File: src/rtl/btn_event_gen_if.sv
`default_nettype none
// ============================================================================
// btn_event_gen_if : button inputs and event outputs of btn_event_gen
// Rev 1.0
// ============================================================================
interface btn_event_gen_if #(
    parameter int NUM_BTN = 2
);
    logic [NUM_BTN-1:0] btn_i;
    logic [NUM_BTN-1:0] btn_state_o;
    logic               evt_valid_o;
    logic [7:0]         evt_code_o;
    logic [7:0]         evt_cnt_o;

    modport master (
        output btn_i,
        input  btn_state_o,
        input  evt_valid_o,
        input  evt_code_o,
        input  evt_cnt_o
    );

    modport slave (
        input  btn_i,
        output btn_state_o,
        output evt_valid_o,
        output evt_code_o,
        output evt_cnt_o
    );
endinterface
`default_nettype wire

File: src/rtl/btn_event_gen.sv
`default_nettype none
// ============================================================================
// btn_event_gen : debounces buttons into SHORT/LONG/REPEAT events; BTN_REPEAT_EN builds repeat logic
// Rev 1.0
// ============================================================================
module btn_event_gen #(
    parameter int NUM_BTN      = 2,
    parameter int TICKS_PER_MS = 27000,
    parameter int DEBOUNCE_MS  = 20,
    parameter int LONGPRESS_MS = 1000,
    parameter int REPEAT_MS    = 200
) (
    input  wire            clk27,
    input  wire            reset,
    btn_event_gen_if.slave bus
);

    typedef enum logic [2:0] {
        S_LOCKOUT    = 3'd0,
        S_IDLE       = 3'd1,
        S_PRESS_DB   = 3'd2,
        S_HELD       = 3'd3,
        S_RELEASE_DB = 3'd4
    } btn_state_t;

    localparam int         c_pw         = (TICKS_PER_MS > 1) ? $clog2(TICKS_PER_MS) : 1;
    localparam logic [c_pw-1:0] c_presc_max = c_pw'(TICKS_PER_MS - 1);
    localparam logic [4:0]  c_db        = 5'(DEBOUNCE_MS);
    localparam logic [11:0] c_long      = 12'(LONGPRESS_MS);
    // hold_cnt never has to count past the larger of its two thresholds
    localparam logic [11:0] c_hold_max  = 12'((LONGPRESS_MS > REPEAT_MS) ? LONGPRESS_MS : REPEAT_MS);
    localparam logic [1:0]  c_evt_short = 2'b01;
    localparam logic [1:0]  c_evt_long  = 2'b10;
`ifdef BTN_REPEAT_EN
    localparam logic [11:0] c_rep        = 12'(REPEAT_MS);
    localparam logic [1:0]  c_evt_repeat = 2'b11;
`endif

    logic [c_pw-1:0]    r_presc;
    logic               w_tick;
    logic [NUM_BTN-1:0] w_pend;
    logic [1:0]         w_ptype [NUM_BTN];
    logic [NUM_BTN-1:0] w_grant;
    logic [NUM_BTN-1:0] w_btn_state;
    logic               w_found;
    logic [3:0]         w_sel_idx;
    logic [1:0]         w_sel_type;
    logic               r_evt_valid;
    logic [7:0]         r_evt_code;
    logic [7:0]         r_evt_cnt;

    assign w_tick = (r_presc == c_presc_max);

    always_ff @(posedge clk27) begin
        if (reset || w_tick) begin
            r_presc <= '0;
        end else begin
            r_presc <= r_presc + c_pw'(1);
        end
    end

    genvar gi;
    generate
        for (gi = 0; gi < NUM_BTN; gi++) begin : g_btn
            btn_state_t  r_state;
            logic [4:0]  r_db_cnt;
            logic [11:0] r_hold_cnt;
            logic        r_long_flag;
            logic        r_level;
            logic        r_pend;
            logic [1:0]  r_ptype;
            logic        w_pressed;
            logic [4:0]  w_db_nxt;
            logic [11:0] w_hold_nxt;

            assign w_pressed  = ~bus.btn_i[gi];
            assign w_db_nxt   = r_db_cnt + 5'd1;
            assign w_hold_nxt = (r_hold_cnt >= c_hold_max) ? r_hold_cnt : r_hold_cnt + 12'd1;

            assign w_btn_state[gi] = r_level;
            assign w_pend[gi]      = r_pend;
            assign w_ptype[gi]     = r_ptype;

            always_ff @(posedge clk27) begin
                if (reset) begin
                    r_state     <= S_LOCKOUT;
                    r_db_cnt    <= '0;
                    r_hold_cnt  <= '0;
                    r_long_flag <= 1'b0;
                    r_level     <= 1'b0;
                    r_pend      <= 1'b0;
                    r_ptype     <= '0;
                end else begin
                    // A new emission below overrides the arbiter's clear
                    if (w_grant[gi]) begin
                        r_pend <= 1'b0;
                    end
                    case (r_state)
                        S_LOCKOUT: begin
                            if (w_tick) begin
                                if (w_pressed) begin
                                    r_db_cnt <= '0;
                                end else if (w_db_nxt == c_db) begin
                                    r_db_cnt <= '0;
                                    r_state  <= S_IDLE;
                                end else begin
                                    r_db_cnt <= w_db_nxt;
                                end
                            end
                        end
                        S_IDLE: begin
                            if (w_pressed) begin
                                r_db_cnt <= '0;
                                r_state  <= S_PRESS_DB;
                            end
                        end
                        S_PRESS_DB: begin
                            if (w_tick) begin
                                if (!w_pressed) begin
                                    r_state <= S_IDLE;
                                end else if (w_db_nxt == c_db) begin
                                    r_state     <= S_HELD;
                                    r_hold_cnt  <= '0;
                                    r_long_flag <= 1'b0;
                                    r_level     <= 1'b1;
                                end else begin
                                    r_db_cnt <= w_db_nxt;
                                end
                            end
                        end
                        S_HELD: begin
                            if (w_tick) begin
                                if (!w_pressed) begin
                                    r_state  <= S_RELEASE_DB;
                                    r_db_cnt <= '0;
                                end else if (!r_long_flag) begin
                                    if (w_hold_nxt == c_long) begin
                                        r_pend      <= 1'b1;
                                        r_ptype     <= c_evt_long;
                                        r_long_flag <= 1'b1;
                                        r_hold_cnt  <= '0;
                                    end else begin
                                        r_hold_cnt <= w_hold_nxt;
                                    end
                                end
`ifdef BTN_REPEAT_EN
                                else if (w_hold_nxt == c_rep) begin
                                    r_pend     <= 1'b1;
                                    r_ptype    <= c_evt_repeat;
                                    r_hold_cnt <= '0;
                                end else begin
                                    r_hold_cnt <= w_hold_nxt;
                                end
`endif
                            end
                        end
                        S_RELEASE_DB: begin
                            if (w_tick) begin
                                if (w_pressed) begin
                                    r_state <= S_HELD;
                                end else if (w_db_nxt == c_db) begin
                                    r_state  <= S_IDLE;
                                    r_db_cnt <= '0;
                                    r_level  <= 1'b0;
                                    if (!r_long_flag) begin
                                        r_pend  <= 1'b1;
                                        r_ptype <= c_evt_short;
                                    end
                                end else begin
                                    r_db_cnt <= w_db_nxt;
                                end
                            end
                        end
                        default: begin
                            r_state <= S_LOCKOUT;
                        end
                    endcase
                end
            end
        end
    endgenerate

    // Lowest index wins: the descending scan leaves the smallest pending index selected
    always_comb begin
        w_found    = 1'b0;
        w_sel_idx  = '0;
        w_sel_type = '0;
        for (int i = NUM_BTN - 1; i >= 0; i--) begin
            if (w_pend[i]) begin
                w_found    = 1'b1;
                w_sel_idx  = 4'(i);
                w_sel_type = w_ptype[i];
            end
        end
    end

    assign w_grant = w_found ? (NUM_BTN'(1) << w_sel_idx) : '0;

    always_ff @(posedge clk27) begin
        if (reset) begin
            r_evt_valid <= 1'b0;
            r_evt_code  <= '0;
            r_evt_cnt   <= '0;
        end else begin
            r_evt_valid <= w_found;
            if (w_found) begin
                r_evt_code <= {2'b00, w_sel_type, w_sel_idx};
                r_evt_cnt  <= r_evt_cnt + 8'd1;
            end
        end
    end

    assign bus.btn_state_o = w_btn_state;
    assign bus.evt_valid_o = r_evt_valid;
    assign bus.evt_code_o  = r_evt_code;
    assign bus.evt_cnt_o   = r_evt_cnt;

endmodule
`default_nettype wire

File: src/flat_wrapper.sv
// flat-port wrapper written by rule: the top's interface ports become plain ports
module btn_event_gen_flat 
#(
    parameter int NUM_BTN      = 2,
    parameter int TICKS_PER_MS = 27000,
    parameter int DEBOUNCE_MS  = 20,
    parameter int LONGPRESS_MS = 1000,
    parameter int REPEAT_MS    = 200
)
  (clk27, reset, bus_btn_i, bus_btn_state_o, bus_evt_valid_o, bus_evt_code_o, bus_evt_cnt_o);
  btn_event_gen_if #(.NUM_BTN(NUM_BTN)) bus_i ();
  input  wire clk27;
  input  wire reset;
  input wire logic [$bits(bus_i.btn_i)-1:0] bus_btn_i;
  output wire logic [$bits(bus_i.btn_state_o)-1:0] bus_btn_state_o;
  output wire logic [$bits(bus_i.evt_valid_o)-1:0] bus_evt_valid_o;
  output wire logic [$bits(bus_i.evt_code_o)-1:0] bus_evt_code_o;
  output wire logic [$bits(bus_i.evt_cnt_o)-1:0] bus_evt_cnt_o;
  assign bus_i.btn_i = bus_btn_i;
  assign bus_btn_state_o = bus_i.btn_state_o;
  assign bus_evt_valid_o = bus_i.evt_valid_o;
  assign bus_evt_code_o = bus_i.evt_code_o;
  assign bus_evt_cnt_o = bus_i.evt_cnt_o;
  btn_event_gen #(.NUM_BTN(NUM_BTN), .TICKS_PER_MS(TICKS_PER_MS), .DEBOUNCE_MS(DEBOUNCE_MS), .LONGPRESS_MS(LONGPRESS_MS), .REPEAT_MS(REPEAT_MS)) u_core (.clk27(clk27), .reset(reset), .bus(bus_i));
endmodule
File: config.mk
export PLATFORM = sky130hd
export DESIGN_NAME = btn_event_gen_flat
export DESIGN_NICKNAME = d
export VERILOG_FILES = /design/src/rtl/btn_event_gen_if.sv /design/src/rtl/btn_event_gen.sv /design/src/flat_wrapper.sv
export SDC_FILE = /design/constraint.sdc
export NUM_CORES = 1
export LEC_CHECK = 0
export CAP_MARGIN = 20
export CORE_ASPECT_RATIO = 0.8
export CORE_MARGIN = 3
export CORE_UTILIZATION = 30
export CTS_BUF_LIST = sky130_fd_sc_hd__clkbuf_4 sky130_fd_sc_hd__clkbuf_8
export CTS_CLUSTER_SIZE = 25
export DETAILED_ROUTE_END_ITERATION = 6
export GPL_TIMING_DRIVEN = 0
export REMOVE_ABC_BUFFERS = 1
export SLEW_MARGIN = 40
export SYNTH_ARGS = -nofsm -noshare
export SYNTH_HDL_FRONTEND = slang
export SYNTH_SLANG_ARGS = --single-unit
File: constraint.sdc
create_clock -name clk27 -period 6.3 [get_ports clk27]
set_input_delay 0.63 -clock clk27 [delete_from_list [all_inputs] [get_ports clk27]]
set_output_delay 0.63 -clock clk27 [all_outputs]
set_load 0.05 [all_outputs]
==> parameters.txt <==
Parameter                              Value

Status
  Run status    finished clean

CTS
  Count of H-tree levels built during CTS    3
  CTS Root Cell    clkbuf_8
  CTS clk-pin slew, worst paths    ~0.080 ns
  Number of cells upsized or downsized after cts    0
  Setup Buffers After CTS    0
  TritonCTS clock tree    done
  Deepest clock path buffer count    2
  # clock sinks    between 70 and 80
  # hold bufs at CTS    0
  Number of buffers created by CTS    9
  Source-to-sink clock delay at the later pin of the worst-skew pair    0.36 ns

Synthesis
  Share of flip-flops with an asynchronous set or reset    0
  Seq cells post-synth    slightly below 80
  Per-instance average area after synthesis    between 7 and 8 sq um
  Synthesis warning total    0
  Cell variety after synth    74
  Area share of the largest cell type after synthesis    0.3257
  Share of the synthesized netlist area taken by xor and xnor gates    0.03146
  Compound-gate portion of the synthesized area    0.2107
  Area share of and/or/nand/nor cells after synthesis    0.3302
  Top_reg_cell synth    dfxtp_1
  Top post-synthesis cells by area    dfxtp_1, nor2_1, nand2_1
  Proportion of synthesized area in mux cells    0.01745
  Arithmetic-cell share of the synthesized area counting full adders, half adders and majority gates    0.02115
  Largest family of logic cells by synthesized area    simple AND/OR/NAND/NOR gates
  Post-synthesis instance total    608
  Total standard cell area after synthesis    approximately 4700 sq um
  Library cell with the largest summed area after synthesis    dfxtp_1
  Sequential cell area fraction in the yosys report    0.3257
  Number of synthesized flops with an enable pin    0

Floorplan
  Total I/O pin count    23
  Total Die Area    approximately 17000 sq um
  Number of placement rows    40
  Placeable Area    about 15000 sq um
  Width of the die    between 100 and 150 um
  Die Y-Extent    ~120 um
  Effective utilization at floorplan    0.3111

Timing
  Portion of the clock cycle consumed by the worst path in the final layout    0.4656
  Total Negative Setup Slacks    0 ns
  Unrepaired setup endpoints after global routing    false
  Achievable Freq    340.9 MHz
  Transition time at the pin with the least slew margin    around 0.79 ns
  Slew HR    0.4656
  Worst Skew    0.006713 ns
  Number of endpoints failing setup at the final stage    0
  Final Hold Vio Count    0
  Final setup slack of the worst path    ~3.4 ns
  Pins Over Slew Limit    0
  Clock period minus final worst setup slack    around 2.9 ns

Global routing
  First-pass GRT wire length    about 20 mm
  Tot GR Track Use    0.1318
  Leftover overflow at the end of global routing    0
  Number of global-route vias before repair    4035
  Antenna violations before repair    0
  Maximum number of pins on one net before global-route repair    52

Setup path
  Required time worst endpoint    6.58 ns
  Depth of the worst register-to-register path    7
  Critical path launch point    u_core.g_btn[0].r_hold_cnt[0]
  CP Capture Type    register
  Crit path DAT    3.21 ns
  Class of the most critical setup path    register to register
  Crit Reg-Reg Startpoint    u_core.g_btn[0].r_hold_cnt[0]
  Nature of the critical path startpoint    register
  Worst-path fanout max    12

Pwr
  Max VDD drop    around 0.095 mV
  Total power    about 970 uW
  Power per standard cell area    between 150 and 200 nW/um^2
  Static leakage    between 1.5 and 2 nW

Placement
  Place WS    3.322 ns
  Weighted congestion at the end of routability-driven global placement    about 0.9
  Port Buf Inserts    17
  Placed instance count    791
  Total half-perimeter wirelength after legalization and detailed placement    7.732 mm

Routing
  Via density per instance    5.525
  Total number of vias    4453
  Final WL    11.32 mm
  Router iterations before antenna repair    5
  Remaining number of nets flagged by the antenna check after routing    0
  Iteration-0 DRC count of the detailed router    approximately 390
  Number of DRC violations after detailed routing    0
  Wirelength per Cell    approximately 14 um

Run
  Max-cap violations    0

Final layout
  Most used cells in the layout excluding fill and tap cells    dfxtp_1, nor2_1, nand2_1
  Fraction of layout cells with a size suffix above 1    0.07886
  Post-Route Utilization    0.3428
  Non-filler instance count after layout    806
  Net count, final    a little over 600
  Leading cell type in the layout, fill and taps excluded    dfxtp_1
  Area growth syn-to-layout    10.18%
  Antenna fix cells    0

Worst hold path
  Hold path startpoint    u_core.r_presc[0]
  Tightest Hold Check Type    register to register
  Depth of the worst hold-timing path    1
==> power by group <==
| part | leakage, nW | internal, mW | total [mW] | switching, mW |
|---|---|---|---|---|
| registers | 0.620 | 0.488 | 0.489 | 0.00122 |
| logic | 0.935 | 0.00708 | 0.0326 | 0.0255 |
| clock network | 0.119 | 0.262 | 0.449 | 0.187 |
==> worst max-delay path, stage by stage, from the launching register on <==
cell,delay (ns)
dfxtp_1,0.53
ha_1,0.32
or3b_2,0.54
o221ai_1,0.18
a21oi_1,0.13
o32ai_2,0.67
nor2_1,0.25
o211ai_1,0.24
==> through the flow <==
step	hold slack (ns)	area, sq um
6_report	0.4652	5215
4_1_cts	0.4656	5202
2_1_floorplan	0.4175	4516
5_1_grt	0.5052	5215
3_3_place_gp	0.4340	4949
3_5_place_dp	0.4544	4966
==> final cells by class <==
cell class | count | area, sq um
multi-input cells | 470 | 2943
fillers | 1596 | 10000
inverters | 17 | 63.81
clock buffers | 9 | 123.9
repair buffers | 17 | 167.7
flip-flops and latches | 77 | 1541
clock inverters | 6 | 112.6
well taps | 210 | 262.8
==> cells by family after synthesis <==
| group | Yosys count |
|---|---|
| simple gates | 282 |
| compound gates | 150 |
| flops | 77 |
| buf+inv | 65 |
| xor+xnor | 17 |
| fa+ha+maj | 8 |
| mux | 8 |
| other cells | 1 |
==> layer usage <==
| layer | GRT usage | wire length, um |
|---|---|---|
| met3 | 0.03526 | 687 |
| met4 | 0.04524 | 174 |
| met1 | 0.1814 | 5499 |
| met5 | 0 | 0 |
| met2 | 0.1992 | 4953 |
==> worst paths after layout <==
path,end,slack (ns)
worst min-delay path,u_core.r_presc[0],0.47
worst max register to register,u_core.g_btn[0].r_hold_cnt[3],3.37
worst max-delay path,u_core.g_btn[0].r_hold_cnt[3],3.37
worst min register to register,u_core.r_presc[0],0.47
==> flip-flops by register name, indices dropped and copies added (netlist names) <==
| name | cells |
|---|---|
| u_core.g_btn.r_hold_cnt | 24 |
| u_core.r_presc | 15 |
| u_core.g_btn.r_db_cnt | 10 |
| u_core.bus.evt_cnt_o | 8 |
| u_core.g_btn.r_state | 6 |
| u_core.g_btn.r_ptype | 4 |
| u_core.bus.evt_code_o | 3 |
| u_core.g_btn.r_level | 2 |
| u_core.g_btn.r_long_flag | 2 |
| u_core.g_btn.r_pend | 2 |
| u_core.bus.evt_valid_o | 1 |
==> cell usage after synthesis, types with 3 or more instances <==
cell / number
nor3_1: 18
nand3_1: 37
o21ai_0: 28
nand2_1: 57
or4_1: 3
or3_1: 10
o21a_1: 7
nor4b_1: 3
and4_1: 4
nand4_1: 14
xnor2_1: 4
o211ai_1: 8
or2_2: 4
o2111ai_1: 4
a211oi_1: 5
nor4bb_1: 3
nor4_1: 10
nand3b_1: 3
nor2b_1: 5
o2bb2ai_1: 3
o31ai_1: 4
inv_1: 17
a31oi_1: 8
or3b_2: 4
clkbuf_1: 31
and3_1: 10
nor2_1: 60
nor3b_1: 7
ha_1: 8
a21oi_1: 38
nand4b_1: 4
xor2_1: 13
o211a_1: 3
buf_2: 6
and2_1: 8
buf_4: 8
dfxtp_1: 77
o22ai_1: 10
a41oi_1: 5
nand2b_1: 3
mux2i_1: 6
Note: power is estimated with default switching activity, not from simulation.
